--- src/rtl/bus_arbiter.sv ---
`default_nettype none
//============================================================================
// Module      : bus_arbiter
// Description : Two-port arbiter for a single external memory bus.
//               Port 0 (CPU core) and port 1 (DMA/video fetch) compete for
//               the bus. The winner's access runs through three states:
//               IDLE (arbitration), ACCESS (WAIT_CYCLES+1 cycles with the
//               strobes driven) and DONE (one cycle with the ack pulse).
//               A locked requester can chain accesses directly from DONE
//               back into ACCESS without going through re-arbitration.
//
// Ports       : clk, reset            - clock, synchronous active-high reset
//               req/lock/addr/we/wdata{0,1} - requester inputs
//               ack{0,1}              - one-cycle completion pulse per port
//               rdata                 - read data, valid while an ack is high
//               grant                 - index of the current/last owner
//               busy                  - high in ACCESS and DONE
//               adress_bus, date_bus_out, date_bus_oe, date_bus_in, r, w
//                                     - external memory bus
//
// Parameters  : WAIT_CYCLES (0..15) extra cycles r/w is held
//               FIXED_PRIO  0 = round-robin, 1 = port 0 wins every tie
//
// Revision    : 1.0 - initial release
//============================================================================
module bus_arbiter #(
    parameter int WAIT_CYCLES = 1,
    parameter bit FIXED_PRIO  = 1'b0
) (
    input  logic        clk,
    input  logic        reset,

    input  logic        req0,
    input  logic        lock0,
    input  logic [15:0] addr0,
    input  logic        we0,
    input  logic [7:0]  wdata0,
    output logic        ack0,

    input  logic        req1,
    input  logic        lock1,
    input  logic [15:0] addr1,
    input  logic        we1,
    input  logic [7:0]  wdata1,
    output logic        ack1,

    output logic [7:0]  rdata,
    output logic        grant,
    output logic        busy,

    output logic [15:0] adress_bus,
    output logic [7:0]  date_bus_out,
    output logic        date_bus_oe,
    input  logic [7:0]  date_bus_in,
    output logic        r,
    output logic        w
);

    //------------------------------------------------------------------------
    // State encoding
    //------------------------------------------------------------------------
    localparam logic [1:0] C_ST_IDLE   = 2'd0;
    localparam logic [1:0] C_ST_ACCESS = 2'd1;
    localparam logic [1:0] C_ST_DONE   = 2'd2;

    localparam logic [3:0] C_WAIT_LOAD = 4'(WAIT_CYCLES);

    //------------------------------------------------------------------------
    // Registers and their next-state values
    //------------------------------------------------------------------------
    logic [1:0]  state_q,  state_d;
    logic [3:0]  cnt_q,    cnt_d;
    logic [15:0] addr_q,   addr_d;
    logic [7:0]  wdat_q,   wdat_d;
    logic        oe_q,     oe_d;
    logic        rd_q,     rd_d;
    logic        wr_q,     wr_d;
    logic        ack0_q,   ack0_d;
    logic        ack1_q,   ack1_d;
    logic [7:0]  rdata_q,  rdata_d;
    logic        grant_q,  grant_d;

    //------------------------------------------------------------------------
    // Arbitration and start-of-access selection
    //------------------------------------------------------------------------
    logic        w_arb_port;     // winner if arbitration happens this cycle
    logic        w_start_port;   // port whose request fields get latched
    logic [15:0] w_sel_addr;
    logic        w_sel_we;
    logic [7:0]  w_sel_wdata;
    logic        w_sel_req;
    logic        w_sel_lock;

    always_comb begin
        w_arb_port = 1'b0;
        if (req0 && req1) begin
            // Round-robin hands the tie to whichever port did not own the
            // bus last; grant resets to 1 so port 0 takes the first tie.
            w_arb_port = FIXED_PRIO ? 1'b0 : ~grant_q;
        end else if (req1) begin
            w_arb_port = 1'b1;
        end else begin
            w_arb_port = 1'b0;
        end
    end

    // In DONE a chained access can only continue for the current owner,
    // so the request mux follows grant there and the arbiter elsewhere.
    assign w_start_port = (state_q == C_ST_DONE) ? grant_q : w_arb_port;

    assign w_sel_addr  = w_start_port ? addr1  : addr0;
    assign w_sel_we    = w_start_port ? we1    : we0;
    assign w_sel_wdata = w_start_port ? wdata1 : wdata0;
    assign w_sel_req   = grant_q ? req1  : req0;
    assign w_sel_lock  = grant_q ? lock1 : lock0;

    //------------------------------------------------------------------------
    // State register
    //------------------------------------------------------------------------
    always_ff @(posedge clk) begin
        if (reset) begin
            state_q <= C_ST_IDLE;
            cnt_q   <= 4'd0;
            addr_q  <= 16'd0;
            wdat_q  <= 8'd0;
            oe_q    <= 1'b0;
            rd_q    <= 1'b0;
            wr_q    <= 1'b0;
            ack0_q  <= 1'b0;
            ack1_q  <= 1'b0;
            rdata_q <= 8'd0;
            grant_q <= 1'b1;
        end else begin
            state_q <= state_d;
            cnt_q   <= cnt_d;
            addr_q  <= addr_d;
            wdat_q  <= wdat_d;
            oe_q    <= oe_d;
            rd_q    <= rd_d;
            wr_q    <= wr_d;
            ack0_q  <= ack0_d;
            ack1_q  <= ack1_d;
            rdata_q <= rdata_d;
            grant_q <= grant_d;
        end
    end

    //------------------------------------------------------------------------
    // Next-state logic
    //------------------------------------------------------------------------
    always_comb begin
        state_d = state_q;
        cnt_d   = cnt_q;
        addr_d  = addr_q;
        wdat_d  = wdat_q;
        oe_d    = oe_q;
        rd_d    = rd_q;
        wr_d    = wr_q;
        ack0_d  = 1'b0;      // ack is a single-cycle pulse
        ack1_d  = 1'b0;
        rdata_d = rdata_q;
        grant_d = grant_q;

        case (state_q)
            C_ST_IDLE: begin
                if (req0 || req1) begin
                    state_d = C_ST_ACCESS;
                    cnt_d   = C_WAIT_LOAD;
                    grant_d = w_start_port;
                    addr_d  = w_sel_addr;
                    wdat_d  = w_sel_wdata;
                    rd_d    = ~w_sel_we;
                    wr_d    = w_sel_we;
                    oe_d    = w_sel_we;
                end
            end

            C_ST_ACCESS: begin
                if (cnt_q == 4'd0) begin
                    // Capture read data on the closing edge; writes leave
                    // the last read value in place.
                    if (rd_q) begin
                        rdata_d = date_bus_in;
                    end
                    rd_d    = 1'b0;
                    wr_d    = 1'b0;
                    oe_d    = 1'b0;
                    ack0_d  = ~grant_q;
                    ack1_d  = grant_q;
                    state_d = C_ST_DONE;
                end else begin
                    cnt_d = cnt_q - 4'd1;
                end
            end

            C_ST_DONE: begin
                if (w_sel_lock && w_sel_req) begin
                    state_d = C_ST_ACCESS;
                    cnt_d   = C_WAIT_LOAD;
                    addr_d  = w_sel_addr;
                    wdat_d  = w_sel_wdata;
                    rd_d    = ~w_sel_we;
                    wr_d    = w_sel_we;
                    oe_d    = w_sel_we;
                end else begin
                    state_d = C_ST_IDLE;
                end
            end

            default: begin
                // Unreachable encoding: park safely with the bus released.
                state_d = C_ST_IDLE;
                rd_d    = 1'b0;
                wr_d    = 1'b0;
                oe_d    = 1'b0;
            end
        endcase
    end

    //------------------------------------------------------------------------
    // Output logic
    //------------------------------------------------------------------------
    always_comb begin
        busy         = (state_q == C_ST_ACCESS) || (state_q == C_ST_DONE);
        ack0         = ack0_q;
        ack1         = ack1_q;
        rdata        = rdata_q;
        grant        = grant_q;
        adress_bus   = addr_q;
        date_bus_out = wdat_q;
        date_bus_oe  = oe_q;
        r            = rd_q;
        w            = wr_q;
    end

`ifndef SYNTHESIS
    // Structural invariants of the bus interface.
    always_ff @(posedge clk) begin
        if (!reset) begin
            assert (!(ack0_q && ack1_q));
            assert (!(rd_q && wr_q));
            assert (!oe_q || wr_q);
        end
    end
`endif

endmodule
`default_nettype wire
--- config.mk ---
export PLATFORM = sky130hd
export DESIGN_NAME = bus_arbiter
export DESIGN_NICKNAME = d
export VERILOG_FILES = /design/src/rtl/bus_arbiter.sv
export SDC_FILE = /design/constraint.sdc
export NUM_CORES = 1
export LEC_CHECK = 0
export ABC_AREA = 1
export ABC_CLOCK_PERIOD_IN_PS = 1900
export BUFFER_PORTS_ARGS = -buffer_cell sky130_fd_sc_hd__buf_2
export CAP_MARGIN = 10
export CORE_ASPECT_RATIO = 0.8
export CORE_MARGIN = 1.5
export CORE_UTILIZATION = 47
export CTS_CLUSTER_DIAMETER = 60
export CTS_CLUSTER_SIZE = 16
export DETAILED_ROUTE_END_ITERATION = 10
export PLACE_DENSITY = 0.8
export SETUP_SLACK_MARGIN = 0.02
export SLEW_MARGIN = 10
export SYNTH_ARGS = -nofsm -noshare
export SYNTH_HDL_FRONTEND = slang
export SYNTH_SLANG_ARGS = --single-unit
--- constraint.sdc ---
create_clock -name clk -period 1.9 [get_ports clk]
set_input_delay 0.285 -clock clk [delete_from_list [all_inputs] [get_ports clk]]
set_output_delay 0.285 -clock clk [all_outputs]
set_load 0.02 [all_outputs]
# Word level (Yosys, flattened, before mapping)
# Cells that the tools add are included.
# word_totals
mem_bits_rw	0
latchBits	0
output_inout_bits	39
reg_bits	43
input_bits	64
mem_count	0
mem_bits_ro	0
# op_classes
bitwise_logic	4
muxes	29
add_sub_neg	1
multipliers	0
reduce_logical	15
n_shift	0
magnitude_cmp	0
eq_ne	6
div	0
# op_table
op	count
16-bit two-way mux	3
16-bit one-hot mux with 2 select lines	1
8-bit two-way mux	3
8-bit one-hot mux with 2 select lines	1
1-bit two-way mux	12
4-bit two-way mux	3
4-bit one-hot mux with 3 select lines	1
3-bit AND reduction	3
2-bit inequality test, second input constant	3
1-bit one-hot mux with 3 select lines	2
2-bit one-hot mux with 3 select lines	1
4-bit logical NOT	1
2-bit two-way mux	2
1-bit inverter	4
2-bit AND reduction	2
4-bit AND reduction	1
4-bit by 1-bit subtractor with 4-bit output, second input constant	1
3-bit nonzero test	1
3-bit OR reduction	1
2-bit by 1-bit == test with 1-bit output, second input constant	1
2-bit == test, second input constant	1
1-bit logical AND	2
2-bit logical NOT	1
1-bit logical OR	2
2 further kinds	2

# Depth between registers and ports, before layout
# logic_depth
depth_word	7
mapped_depth	10
mapped_depth_nobuf	9

# Least setup slack after synthesis
# No wires, ideal clock.
# synth_path
kind	register to register
start	register state_q[0]
end	register addr_q[10] (netlist: adress_bus[10])
setup_ns	0.117
t_arrival_ns	1.353
period_less_slack_ns	1.470
setup_slack_ns	0.430
path_stages_with_launch	10
cell_sequence	dfxtp_1 > inv_1 > ha_1 > inv_1 > nand3_4 > buf_4 > nand3_1 > nand2_1 > o21ai_0 > nor2_1
# synth_via
elab_chain_cells	5
elab_cells_between_ends	11
# synth_lines
element	line_no	source
from (decl)	71	logic [1:0] state_q, state_d;
from (signal assigned)	134	state_q <= state_d;
2-bit == test	109, 164	
1-bit two-way mux	109	assign w_start_port = (state_q == C_ST_DONE) ? grant_q : w_arb_port;
16-bit two-way mux	111	assign w_sel_addr = w_start_port ? addr1 : addr0;
16-bit two-way mux, on equally long branches	197, 166	
16-bit one-hot mux with 2 select lines	164	case (state_q)
to (signal assigned)	136	addr_q <= addr_d;
to (decl)	73	logic [15:0] addr_q, addr_d;
# Several ways; a longest one is shown, not always the timed one. The select of a mux whose other input is x is not followed.
# A chain may end at the register's enable or synchronous reset.

# Worst setup path after layout
# layout_path
start	register state_q[0]
end	register addr_q[12] (netlist: adress_bus[12])
# The elaborated chain is that of the path after synthesis.

==> key figures <==
Min path
  – Hold-critical path depth: 3
  – Hold Path End: rdata[3]
  – Hold WC Path Type: in2reg
  – HP Start: date_bus_in[3]

Die
  – Initial core utilization: 49.0%
  – Die Ht: 65.0 µm
  – Number of cell rows: 22
  – Die area: ~5200 µm²
  – # IOs: 103
  – Die width: between 80 and 90 µm
  – Core area: between 4000 and 5000 µm²

Route
  – DR pass1 iterations: 4
  – Total vias in the final route: 2,500
  – Routed WL per cell: 12.3 µm
  – Number of vias per cell: just over 5
  – Remaining DRCs: 0
  – Final WL: between 5000 and 6000 µm
  – Initial DRC Count: between 100 and 150
  – Final ANT Viol Nets: 0

Power and ir drop
  – Pint: 2.34 mW
  – P_leak: 1.50 nW
  – Worst vdd ir: between 700 and 800 µV
  – Combinational fraction of design power: between 50% and 60%
  – Pwr dens: 1520 nW/µm²
  – Switching share of total power: between 40% and 50%
  – Sequential share of power: about a third
  – Clock network fraction of design power: 12.4%
  – Net Switching: 2.03 mW

STA
  – Final Max Tran Viols: 0
  – Relative slew slack: 59.9%
  – Setup Skew: 0.00583 ns
  – Achievable Freq: a little under 0.6 GHz
  – Final hold viol count: 0
  – Worst Max-Slew Pin Slew: 0.601 ns
  – Period Utilization, post-route: 89.6%
  – Setup TNS: 0 ns
  – Fin crit period: ~1.7 ns
  – Final setup fails: 0
  – Worst hold slack: 0.269 ns
  – RSZ-0062 raised after global routing: no

Clocking
  – Number of buffers created by CTS: 5
  – H-Tree Level Count: 2
  – Clock transition at path regs: 0.08 ns
  – Worst skew pair latency: 0.29 ns
  – CTS tree: yes
  – Buffer count from post-CTS setup fixing: 0
  – Root buf cell: clkbuf_8
  – Longest Clk Path Bufs: 2
  – CTS sink cnt: 43

Synthesis
  – Post-synth EDFFs: 0
  – Seq/Total Area, Yosys: 38.2%
  – Yosys reg bits: 43
  – Syn. warnings: 0
  – Syn Area/Cell: 6.87 µm²
  – Most common cell in the netlist: nand2_1
  – Post-synthesis cell count: about 330
  – Synthesized net count: 398
  – Prevailing post-synth register cell: dfxtp_1
  – Commonest cells post-synth: 89 x nand2_1, 43 x dfxtp_1, 41 x nand3_1
  – Yosys top cell area share: 38.2%
  – Asr flop ratio synth: 0%
  – Largest cells by area after synthesis: dfxtp_1 38%, nand2_1 15%, nand3_1 9.1%
  – Largest area contributor in the netlist: dfxtp_1
  – Post-Syn Area: ~2300 µm²
  – Cell variety after synth: 24

Cells and area
  – Storage cell area: about 860 µm²
  – Fillers: 421
  – # nets final: 492
  – Multi-input logic area: 1220 µm²
  – ANT cells: 0
  – Layout cells sized above 1: roughly 30%
  – Area growth syn-to-layout: 27.2%

Critical path
  – Crit-path slowest cell: dfxtp_1
  – Worst Path Required: ~2.1 ns
  – WP buf/inv: 3
  – CP Class: reg2reg
  – Crit end category: register
  – Worst R2R Start: state_q[0]
  – R2R depth: 9
  – FF-to-FF End: adress_bus[12]
  – CP Cell Sequence: inv_1 -> ha_1 -> inv_1 -> nand3_4 -> buf_12 -> nand3_1 -> nand2_1 -> o21ai_0 -> nor2_1
  – Max incr delay on CP: 0.38 ns
  – Most frequent CP cell: inv_1
  – Arrival time at the worst endpoint: around 1.9 ns
  – Critical-path maximum fanout: 18
  – R2r setup slk: 0.20 ns
  – CP Launch Type: register
  – Delay-heaviest family, CP: buffers and inverters

Global routing
  – GRT Overall Usage: 24.0%
  – First-pass GRT wire length: 9960 µm
  – Largest net degree at the start of global routing: 28
  – Number of global-route vias before repair: 2,341
  – Overflow after GRT: 0
  – Initial antenna violation count: 0

Place
  – Port buffer count: ~100
  – RePlAce Congestion: ~0.90
  – Hpwl dp: 4360 µm

Run
  – # Max-Cap Violations: 0

Status
  – Status: complete, no violations
==> worst max path at each step <==
stage / start / endpoint / depth (start not counted)
finish: state_q[0] / adress_bus[12] / 9
global route: state_q[0] / adress_bus[3] / 8
CTS: state_q[0] / date_bus_out[7] / 7
detailed placement: state_q[0] / adress_bus[8] / 7
global placement: state_q[0] / adress_bus[14] / 7
floorplan: state_q[0] / adress_bus[10] / 9
==> timing repair <==
action | in CTS | in global routing
endpoints found under the hold margin | 0 | 0
endpoints found under the setup margin | 0 | 21
gates resized for setup | 0 | 2
hold buffers | 0 | 0
==> sequential cells by signal, indices dropped and copies added, names as in the netlist <==
register      flops
cnt_q             4
rdata             8
state_q           2
adress_bus       16
ack0              1
grant             1
ack1              1
w                 1
r                 1
date_bus_out      8
==> cell usage in the layout, fill, tap and decap left out <==
cell and n:
buf_2 102, nand2_1 89, dfxtp_1 43, nand3_1 41, nor2_1 36, a31oi_1 24, a21oi_1 17, o21ai_0 15
inv_1 13, o21ai_1 10, buf_4 7, ha_1 6, clkbuf_8 5, nand3_4 2, nand2_2 2, clkbuf_1 2
inv_2 1, nand2_8 1, nand3_2 1, xnor2_1 1, or2_2 1, nand4_1 1, nand3b_1 1, clkinv_2 1
buf_12 1
==> worst register-to-register path, cell delays in order (launching register included) <==
cell and delay (ns):
dfxtp_1 0.38, inv_1 0.08, ha_1 0.25, inv_1 0.14
nand3_4 0.20, buf_12 0.22, nand3_1 0.07, nand2_1 0.05
o21ai_0 0.14, nor2_1 0.06
==> logic make-up after synthesis <==
logic type               share of synthesized area (%)
XOR/XNOR                                         0.389
AND/OR/NAND/NOR                                   33.5
flip-flops                                        38.2
buffers and inverters                             8.60
AO/OA/AOI/OAI                                     16.0
adder cells (fa/ha/maj)                           3.33
==> stage by stage <==
stage	setup slack [ns]	cells	util (%)	instance area (µm²)	total power, mW
3_3_place_gp	0.207	475	60.3	2770	3.75
6_report	0.198	483	62.4	2870	4.37
4_1_cts	0.110	483	62.1	2850	4.37
3_5_place_dp	0.133	475	60.3	2770	3.82
2_1_floorplan	0.430	328	-	2250	3.18
5_1_grt	0.0484	483	62.4	2870	4.76
==> cell type report <==
| class | instances | area share, % |
|---|---|---|
| Tap cell | 60 | 2.62 |
| Timing Repair Buffer | 110 | 20.3 |
| Inverter | 14 | 1.83 |
| Multi-Input combinational cell | 248 | 42.4 |
| Sequential cell | 43 | 30.0 |
| Clock inverter | 1 | 0.174 |
| Clock buffer | 7 | 2.66 |
==> per-layer routing <==
metal	global-route usage, %	up-vias	part of all wire [%]
met5	0	-	0
met4	6.68	0	0.74
met3	4.23	5	7.2
met2	39.8	91	47
met1	31.9	1120	46
li1	-	1284	-
==> power groups by stage <==
stage	Sequential [mW]	Combinational [mW]	Clock, mW
2_1_floorplan	1.79	1.39	0
3_3_place_gp	1.48	2.28	0
3_5_place_dp	1.48	2.33	0
4_1_cts	1.46	2.34	0.565
5_1_grt	1.51	2.65	0.603
6_report	1.47	2.36	0.544
No activity file was read; power rests on OpenSTA's default activity.
